### config.mk
export PLATFORM = sky130hd
export DESIGN_NAME = chunked_serial_adder_flat
export DESIGN_NICKNAME = d
export VERILOG_FILES = /design/src/rtl/chunked_serial_adder_if.sv /design/src/rtl/chunked_serial_adder.sv /design/src/flat_wrapper.sv
export SDC_FILE = /design/constraint.sdc
export NUM_CORES = 1
export LEC_CHECK = 0
export CAP_MARGIN = 20
export CORE_MARGIN = 2
export CORE_UTILIZATION = 25
export DETAILED_ROUTE_END_ITERATION = 10
export GPL_ROUTABILITY_DRIVEN = 0
export PLACE_DENSITY = 0.57
export SYNTH_ARGS = -nofsm -noshare
export SYNTH_HDL_FRONTEND = slang
export SYNTH_SLANG_ARGS = --single-unit
### constraint.sdc
create_clock -name clk -period 8.2 [get_ports clk]
set_input_delay 1.64 -clock clk [delete_from_list [all_inputs] [get_ports clk]]
set_output_delay 1.64 -clock clk [all_outputs]
set_load 0.01 [all_outputs]
### src/rtl/chunked_serial_adder_if.sv
// Valid/ready operand and result bundle for chunked_serial_adder.
// master = producer/consumer side, slave = the adder.
interface chunked_serial_adder_if #(
    parameter int unsigned WIDTH = 16
);
    logic             in_valid;
    logic             in_ready;
    logic [WIDTH-1:0] a;
    logic [WIDTH-1:0] b;
    logic             cin;
    logic             sub;
    logic             out_valid;
    logic             out_ready;
    logic [WIDTH-1:0] sum;
    logic             cout;
    logic             ovf;

    modport master (
        output in_valid, a, b, cin, sub, out_ready,
        input  in_ready, out_valid, sum, cout, ovf
    );

    modport slave (
        input  in_valid, a, b, cin, sub, out_ready,
        output in_ready, out_valid, sum, cout, ovf
    );
endinterface

### src/rtl/chunked_serial_adder.sv
// Multi-cycle add/subtract: CHUNK bits per clock through a ripple of full-adder cells,
// with a registered carry between chunks. Result is held until the consumer accepts it.
module chunked_serial_adder #(
    parameter int unsigned WIDTH = 16,
    parameter int unsigned CHUNK = 4
) (
    input logic                  clk,
    input logic                  rst_n,
    chunked_serial_adder_if.slave bus
);
    localparam int unsigned N    = WIDTH / CHUNK;
    localparam int unsigned IDXW = (N > 1) ? $clog2(N) : 1;
    localparam logic [IDXW-1:0] LastIdx = IDXW'(N - 1);

    typedef enum logic [1:0] {StIdle, StAdd, StDone} state_e;

    state_e           state_q, state_d;
    logic [WIDTH-1:0] a_q, a_d, b_q, b_d, sum_q, sum_d;
    logic             carry_q, carry_d;
    logic [IDXW-1:0]  idx_q, idx_d;
    logic             cout_q, cout_d, ovf_q, ovf_d;
    logic             out_valid_q, out_valid_d;
    logic             in_ready;

    logic [CHUNK-1:0] a_chunk, b_chunk, s_chunk;
    logic             c, c_out, c_msb_in;
    logic [31:0]      base;

    assign in_ready      = rst_n & (state_q == StIdle);
    assign bus.in_ready  = in_ready;
    assign bus.out_valid = out_valid_q;
    assign bus.sum       = sum_q;
    assign bus.cout      = cout_q;
    assign bus.ovf       = ovf_q;

    // One CHUNK-bit ripple of full-adder cells over the chunk selected by idx_q.
    always_comb begin
        base     = 32'(idx_q) * CHUNK;
        a_chunk  = a_q[base +: CHUNK];
        b_chunk  = b_q[base +: CHUNK];
        s_chunk  = '0;
        c        = carry_q;
        c_msb_in = 1'b0;
        for (int i = 0; i < int'(CHUNK); i++) begin
            if (i == int'(CHUNK) - 1) c_msb_in = c;
            s_chunk[i] = a_chunk[i] ^ b_chunk[i] ^ c;
            c          = (a_chunk[i] & b_chunk[i]) | (c & (a_chunk[i] ^ b_chunk[i]));
        end
        c_out = c;
    end

    always_comb begin
        state_d     = state_q;
        a_d         = a_q;
        b_d         = b_q;
        sum_d       = sum_q;
        carry_d     = carry_q;
        idx_d       = idx_q;
        cout_d      = cout_q;
        ovf_d       = ovf_q;
        out_valid_d = out_valid_q;
        unique case (state_q)
            StIdle: begin
                if (bus.in_valid && in_ready) begin
                    a_d     = bus.a;
                    b_d     = bus.sub ? ~bus.b : bus.b;
                    carry_d = bus.sub | bus.cin;
                    idx_d   = '0;
                    state_d = StAdd;
                end
            end
            StAdd: begin
                sum_d[base +: CHUNK] = s_chunk;
                carry_d              = c_out;
                if (idx_q == LastIdx) begin
                    cout_d      = c_out;
                    ovf_d       = c_msb_in ^ c_out;
                    out_valid_d = 1'b1;
                    state_d     = StDone;
                end else begin
                    idx_d = idx_q + 1'b1;
                end
            end
            StDone: begin
                if (bus.out_ready) begin
                    out_valid_d = 1'b0;
                    state_d     = StIdle;
                end
            end
            default: state_d = StIdle;
        endcase
    end

    always_ff @(posedge clk) begin
        if (!rst_n) begin
            state_q     <= StIdle;
            a_q         <= '0;
            b_q         <= '0;
            sum_q       <= '0;
            carry_q     <= 1'b0;
            idx_q       <= '0;
            cout_q      <= 1'b0;
            ovf_q       <= 1'b0;
            out_valid_q <= 1'b0;
        end else begin
            state_q     <= state_d;
            a_q         <= a_d;
            b_q         <= b_d;
            sum_q       <= sum_d;
            carry_q     <= carry_d;
            idx_q       <= idx_d;
            cout_q      <= cout_d;
            ovf_q       <= ovf_d;
            out_valid_q <= out_valid_d;
        end
    end
endmodule

### src/flat_wrapper.sv
// flat-port wrapper written by rule: the top's interface ports become plain ports
module chunked_serial_adder_flat 
#(
    parameter int unsigned WIDTH = 16,
    parameter int unsigned CHUNK = 4
)
  (clk, rst_n, bus_in_valid, bus_a, bus_b, bus_cin, bus_sub, bus_out_ready, bus_in_ready, bus_out_valid, bus_sum, bus_cout, bus_ovf);
  chunked_serial_adder_if #(.WIDTH(WIDTH)) bus_i ();
  input logic clk;
  input logic rst_n;
  input wire logic [$bits(bus_i.in_valid)-1:0] bus_in_valid;
  input wire logic [$bits(bus_i.a)-1:0] bus_a;
  input wire logic [$bits(bus_i.b)-1:0] bus_b;
  input wire logic [$bits(bus_i.cin)-1:0] bus_cin;
  input wire logic [$bits(bus_i.sub)-1:0] bus_sub;
  input wire logic [$bits(bus_i.out_ready)-1:0] bus_out_ready;
  output wire logic [$bits(bus_i.in_ready)-1:0] bus_in_ready;
  output wire logic [$bits(bus_i.out_valid)-1:0] bus_out_valid;
  output wire logic [$bits(bus_i.sum)-1:0] bus_sum;
  output wire logic [$bits(bus_i.cout)-1:0] bus_cout;
  output wire logic [$bits(bus_i.ovf)-1:0] bus_ovf;
  assign bus_i.in_valid = bus_in_valid;
  assign bus_i.a = bus_a;
  assign bus_i.b = bus_b;
  assign bus_i.cin = bus_cin;
  assign bus_i.sub = bus_sub;
  assign bus_i.out_ready = bus_out_ready;
  assign bus_in_ready = bus_i.in_ready;
  assign bus_out_valid = bus_i.out_valid;
  assign bus_sum = bus_i.sum;
  assign bus_cout = bus_i.cout;
  assign bus_ovf = bus_i.ovf;
  chunked_serial_adder #(.WIDTH(WIDTH), .CHUNK(CHUNK)) u_core (.clk(clk), .rst_n(rst_n), .bus(bus_i));
endmodule
* Yosys cells after proc, flatten, opt, wreduce, memory -nomap -nowiden *
Index checks and enable logic that the tools add are counted.

word-level totals
  register bits = 56
  output and inout port bits = 20

operators by class
  $add $sub $neg = 2
  equality and inequality tests = 7
  shift operators = 4
  mux-type cells = 14
  bitwise operators = 24
  reduce and logical (&&, ||, !) cells = 10

operators by type and width
  operator                                               number
  negator 4 -> 34 bit                                    1
  variable shift 4 x 34 -> 16 bit, first input constant  1
  indexed part select 4 x 34 -> 16 bit                   1
  indexed part select 16 x 5 -> 4 bit                    2
  bitwise mux 16 bit                                     1
  two-way mux 16 bit                                     1
  inverter 16 bit                                        1
  two-way mux 2 bit                                      5
  AND 1 bit                                              9
  AND reduction 3 bit                                    3
  bitwise XOR 1 bit                                      9
  inequality test 2 bit, second input constant           3
  case mux 2 bit (3 select lines)                        1
  AND reduction 2 bit                                    3
  OR 1 bit                                               5
  equality test 2 bit, second input constant             2
  case mux 1 bit (2 select lines)                        2
  case mux 2 bit (2 select lines)                        1
  nonzero test 2 bit                                     2
  two-way mux 1 bit                                      3
  adder 2 x 1 -> 2 bit, second input constant            1
  equality test 2 x 1 -> 1 bit, second input constant    1
  zero test 2 bit                                        1
  inequality test 2 x 1 -> 1 bit, second input constant  1
  logical AND 1 bit                                      1

* Depth between registers and ports, before layout *
Gate-level depths: netlist of run 1.

  depth after elaboration = 11
  gate-level depth with buffers = 9
  mapped depth without buffers = 8

* Worst setup path before layout of run 1 *
OpenSTA, ideal clock, no wires.

  path type = input to output
  start = in rst_n
  end = out bus_in_ready
  data arrival time = 2033 ps
  data required time = 6560 ps
  slack = 4527 ps
  stages = 3
  buffers on the path = 1
  cell sequence = buf_2 -> nand2b_1 -> nor2_1

between the ends
  cells in the longest elaborated chain, start to end = 1

ends and longest elaborated chain
  item             RTL line                    source
  start, declared  flat_wrapper.sv:10          input logic rst_n;
  AND 1 bit        chunked_serial_adder.sv:29  assign in_ready = rst_n & (state_q == StIdle);
  end, declared    flat_wrapper.sv:17          output wire logic [$bits(bus_i.in_ready)-1:0] bus_in_ready;

Every way passes these cells.

* Worst setup path after layout of run 1 *
Same ends and word-level chain as after synthesis.

==> results of run 1 <==
## cell type report
type	count	area, sq um	area share, %
Multi-Input combinational cell	192	1436	42.01
Sequential cell	56	1121	32.78
Timing Repair Buffer	58	573.1	16.76
Tap cell	136	170.2	4.976
Clock buffer	6	72.57	2.122
Clock inverter	2	35.03	1.025
Inverter	3	11.26	0.3293
## power groups by stage
stage          Clock, W  Sequential [W]  Combinational (W)
6_report       0.000181        0.000291          0.0000857
5_1_grt        0.000197        0.000293          0.0000953
4_1_cts        0.000185        0.000291          0.0000872
3_5_place_dp          0        0.000298          0.0000871
3_3_place_gp          0        0.000297          0.0000857
2_1_floorplan         0        0.000294          0.0000562
## metal layers
layer / vias up / GRT usage, % / share of wire, %
met4: 0 / 3.297 / 1.3
met3: 7 / 2.663 / 5.3
li1: 1032 / - / -
met5: - / 0 / 0
met2: 48 / 18.13 / 46
met1: 959 / 13.59 / 47
## tightest hold or removal path, delay by kind of cell (launching register included)
| kind | cells | cell delay [ns] |
|---|---|---|
| compound gates | 1 | 0.05 |
| flops | 1 | 0.32 |
| simple gates | 1 | 0.06 |
## how the worst max path moves through the flow
stage          startpoint      endpoint  slack, ns  cells after the start
4_1_cts             rst_n  bus_in_ready       3.29                      4
2_1_floorplan       rst_n  bus_in_ready       4.53                      3
6_report            rst_n  bus_in_ready       3.31                      4
3_5_place_dp        rst_n  bus_in_ready       3.28                      4
5_1_grt             rst_n  bus_in_ready       3.10                      4
3_3_place_gp        rst_n  bus_in_ready       3.35                      4
## sequential cells by signal, indices dropped and copies added (netlist names)
signal                flops
u_core.state_q            2
u_core.bus.out_valid      1
u_core.bus.sum           16
u_core.bus.cout           1
u_core.b_q               16
u_core.idx_q              2
u_core.carry_q            1
u_core.a_q               16
u_core.bus.ovf            1
## logic make-up after synthesis
group / after synthesis
compound gates: 57
mux: 10
fa+ha+maj: 10
buf+inv: 23
flops: 56
simple gates: 98
xor+xnor: 17
## through the flow
stage / worst slack [ns] / hold slack, ns / cell area, sq um
floorplan: 4.527 / 0.4402 / 2675
global placement: 3.346 / 0.4486 / 3312
detailed placement: 3.285 / 0.4519 / 3312
CTS: 3.288 / 0.4677 / 3420
global route: 3.100 / 0.4921 / 3420
finish: 3.305 / 0.4697 / 3420
## cell usage in the layout (no fill, tap or decap), drive strengths merged, types with 2 or more instances in the layout
cell type       n
a32oi           4
and2            4
inv             3
o22ai           4
clkdlybuf4s50  56
buf             2
nand2          71
a21boi         16
mux4            8
nand4           2
o211a          17
o21ai           2
o32ai           9
mux2i           2
fa              4
nor2            3
nor2b           7
a21oi           2
xnor2          17
clkbuf          6
o211ai          2
dfxtp          56
nand2b          4
ha              6
==> results_dict.tcl, run 1 <==
set metrics [dict create \
    holdPathStages 2 \
    stdcell_count 453 \
    syn_avg_cell_area_sq_um 9.871 \
    p_sw_w 0.0001381 \
    grt_antenna_before_repair 0 \
    power_frac_seq_pct 52.2 \
    ioPinCount 58 \
    endpoint_kind "primary output" \
    synthTopCellsByCount "nand2_1, dfxtp_1, o211a_1, xnor2_1, a21boi_0" \
    max_slew_margin_pct 30.35 \
    timing.rr.start "u_core.idx_q[0]" \
    slowest_delay_ns 0.77 \
    ff2ff_path_depth 8 \
    die_y_um 107.4 \
    cts_resized 0 \
    setup_viol 0 \
    crit_chain "buf_2 -> nand2b_1 -> nor2_1 -> clkdlybuf4s50_1" \
    async_flop_share_pct 0 \
    path_buf_inv 2 \
    core.rowCount 37 \
    die_w_um 107.4 \
    wirelength_um 5995 \
    fp.dieArea_sq_um 11540 \
    grt_pass1_vias 2048 \
    maxCapViolations 0 \
    ant_nets 0 \
    first_pass_iters 4 \
    hold_path_class "reg2reg" \
    clock_sinks 56 \
    drc 0 \
    yosysTopAreaCellShare_pct 41.91 \
    ys_types 35 \
    rsz0062_at_grt "no" \
    root_buffer "clkbuf_8" \
    drt-initial-drc-count 70 \
    synth_compound_area_share_pct 17.68 \
    cts_max_level 2 \
    diodes 0 \
    nNetsFinal 364 \
    r2r_slack_ns 4.52 \
    min_to "u_core.bus.sum[8]" \
    power_w 0.0005574 \
    path_class "in2out" \
    insertion_delay_ns 0.31 \
    synthMuxAreaShare_pct 7.484 \
    vdd_drop_max_mv 0.09819 \
    power.density_nw_per_um2 163.0 \
    synth_edf_count 0 \
    ys_seq_area_share_pct 41.91 \
    setup_tns_ns 0 \
    yosys.area_share.adder_pct 5.800 \
    synth_top_area_cell "dfxtp_1" \
    nFillCells 1092 \
    combPwrFrac_pct 15.4 \
    intPower_w 0.0004193 \
    grt_max_degree 66 \
    core_sq_um 10370 \
    ys.flop_type "dfxtp_1" \
    grt_pass1_wl_um 9867 \
    ys_ff_latch 56 \
    clock.fmax_ghz 0.2043 \
    start_util_pct 25.80 \
    synth_nets 319 \
    synth_top_family_by_area "compound AO/OA/AOI/OAI gates" \
    yosys.area_share.xor_xnor_pct 5.566 \
    status "completed" \
    slew_viol_final 0 \
    crit_family "buffers and inverters" \
    cts.path.max_buffers 2 \
    tightest_slew_ns 1.045 \
    p_leak_nw 1.315 \
    period_minus_slack_ns 4.895 \
    cts_hold_buffers 0 \
    p_clk_share_pct 32.4 \
    yosysMostFrequentCell "nand2_1" \
    io_buffers 57 \
    synthSimpleGateAreaFrac_pct 17.17 \
    r2r_end "u_core.bus.sum[7]" \
    final_util_pct 32.98 \
    via_count 2046 \
    vias_per_cell 4.517 \
    cts_buffers 5 \
    hold_viol_final 0 \
    clkTransAtPathRegs_ns 0.10 \
    wl_per_cell_um 13.23 \
    slowest_stage "buf_2" \
    grt_usage_pct 10.77 \
    finClkSkew_ns 0.006365 \
    place_inst 445 \
    cts_tree "built" \
    hpwl_um 4346 \
    syn2layout_area_growth_pct 27.83 \
    critPathLaunchType "primary input" \
    syn_inst 271 \
    netlist_area_sq_um 2675 \
    post_cts_buffers 0 \
    synth_area_leaders "dfxtp_1, nand2_1, mux4_2" \
    timing.hold.worst.start "u_core.bus.sum[8]" \
    critPathArrivalTime_ns 3.25 \
    drive_gt1_share_pct 6.309 \
    swShare_pct 24.77 \
    grt_overflow 0 \
    timing.final.crit_share_pct 59.70 \
    ys_warn_count 0 \
    required_ns 6.56 \
    crit_fanout 65 \
]
Power figures use the tool's default switching activity.
==> run 2: changes to the inputs <==
==> constraint.sdc (replaced) <==
create_clock -name clk -period 5 [get_ports clk]
set_input_delay 1 -clock clk [delete_from_list [all_inputs] [get_ports clk]]
set_output_delay 1 -clock clk [all_outputs]
set_load 0.01 [all_outputs]
==> results_dict.tcl, run 2 (synthesis gave the netlist of run 1 again) <==
set metrics [dict create \
    status "completed" \
    grt_antenna_before_repair 0 \
    cts.path.max_buffers 2 \
    post-place-ws_ns 1.382 \
    cts_buffers 5 \
    via_count 2053 \
    stdcell_count 454 \
    root_buffer "clkbuf_8" \
    die_w_um 107.4 \
    final_common_cell "nand2_1" \
    max_slew_margin_pct 37.55 \
    nFillCells 1098 \
    clkTransAtPathRegs_ns 0.10 \
    critPathArrivalTime_ns 3.82 \
    cts_resized 0 \
    grt_max_degree 65 \
    drc 0 \
    path_class "reg2reg" \
    timing.final.crit_share_pct 71.94 \
    wl_per_cell_um 13.30 \
    io_buffers 57 \
    final_cell_mix "nand2_1, clkdlybuf4s50_1, dfxtp_1, xnor2_1, o211a_1" \
    power_w 0.0008740 \
    maxCapViolations 0 \
    drt-initial-drc-count 72 \
    clock.fmax_ghz 0.2780 \
    syn2layout_area_growth_pct 27.55 \
    finClkSkew_ns 0.005418 \
    crit_fanout 9 \
    tightest_slew_ns 0.9338 \
    core_sq_um 10370 \
    endpoint_kind "register" \
    wirelength_um 6037 \
    required_ns 5.22 \
    rsz0062_at_grt "no" \
    hold_viol_final 0 \
    cts_hold_buffers 0 \
    first_pass_iters 4 \
    ioPinCount 58 \
    insertion_delay_ns 0.31 \
    fp.dieArea_sq_um 11540 \
    cts_tree "built" \
    clock_sinks 56 \
    grt_pass1_vias 1964 \
    period_minus_slack_ns 3.597 \
    hpwl_um 4462 \
    core.rowCount 37 \
    start_util_pct 25.80 \
    die_y_um 107.4 \
    grt_overflow 0 \
    vdd_drop_max_mv 0.1263 \
    grt_pass1_wl_um 9473 \
    setup_viol 0 \
    cts_max_level 2 \
    drive_gt1_share_pct 6.918 \
    hold_path_class "reg2reg" \
    p_leak_nw 1.315 \
    ant_nets 0 \
    critPathLaunchType "register" \
    slew_viol_final 0 \
    setup_tns_ns 0 \
    diodes 0 \
    post_cts_buffers 0 \
    vias_per_cell 4.522 \
    grt_usage_pct 10.24 \
    fin_ws_ns 1.403 \
    power.density_nw_per_um2 256.1 \
    place_inst 446 \
    nNetsFinal 365 \
]
-- run 2: critical path, cell delays in order, from the launching register on --
cell and delay [ns]:
dfxtp_1 0.54, buf_4 0.26, mux4_2 0.53, fa_1 0.42, fa_1 0.39, fa_1 0.44, fa_1 0.54, nand2_1 0.10
o32ai_1 0.29
-- run 2: area by class of cell --
type                            instances  area [sq um]  area share, %
Clock buffer                            6         82.58          2.420
Clock inverter                          2         10.01         0.2934
Inverter                                3         11.26         0.3300
Multi-Input combinational cell        192          1436          42.10
Sequential cell                        56          1121          32.86
Tap cell                              136         170.2          4.987
Timing Repair Buffer                   59         580.6          17.02
-- run 2: path summary, 6_finish.rpt --
check	from	slack, ns	end	cells past startpoint
worst max-delay path	u_core.idx_q[0]	1.40	u_core.bus.sum[7]	8
worst min-delay path	u_core.bus.sum[8]	0.46	u_core.bus.sum[8]	2
worst max register to register	u_core.idx_q[0]	1.40	u_core.bus.sum[7]	8
worst min register to register	u_core.bus.sum[8]	0.46	u_core.bus.sum[8]	2
-- run 2: through the flow --
step / util (%) / hold slack, ns / area (sq um)
final: 32.90 / 0.4631 / 3412
after global routing: 32.90 / 0.4898 / 3412
after CTS: 32.90 / 0.4685 / 3412
after detailed placement: 32.01 / 0.4539 / 3319
after global placement: 32.01 / 0.4487 / 3319
after floorplan: - / 0.4402 / 2675
-- run 2: where the power goes --
group | internal [W] | switching (W)
Combinational | 0.0000757 | 0.0000658
Clock | 0.000111 | 0.000143
Sequential | 0.000464 | 0.0000150
-- run 2: per-layer routing --
metal / vias up / GRT usage, % / routed length, um / part of all wire, %
met4: 0 / 2.473 / 54 / 0.89
met3: 8 / 2.603 / 301 / 5.0
met2: 45 / 16.82 / 2804 / 46
li1: 1038 / - / - / -
met5: - / 0 / 0 / 0
met1: 962 / 13.50 / 2876 / 48
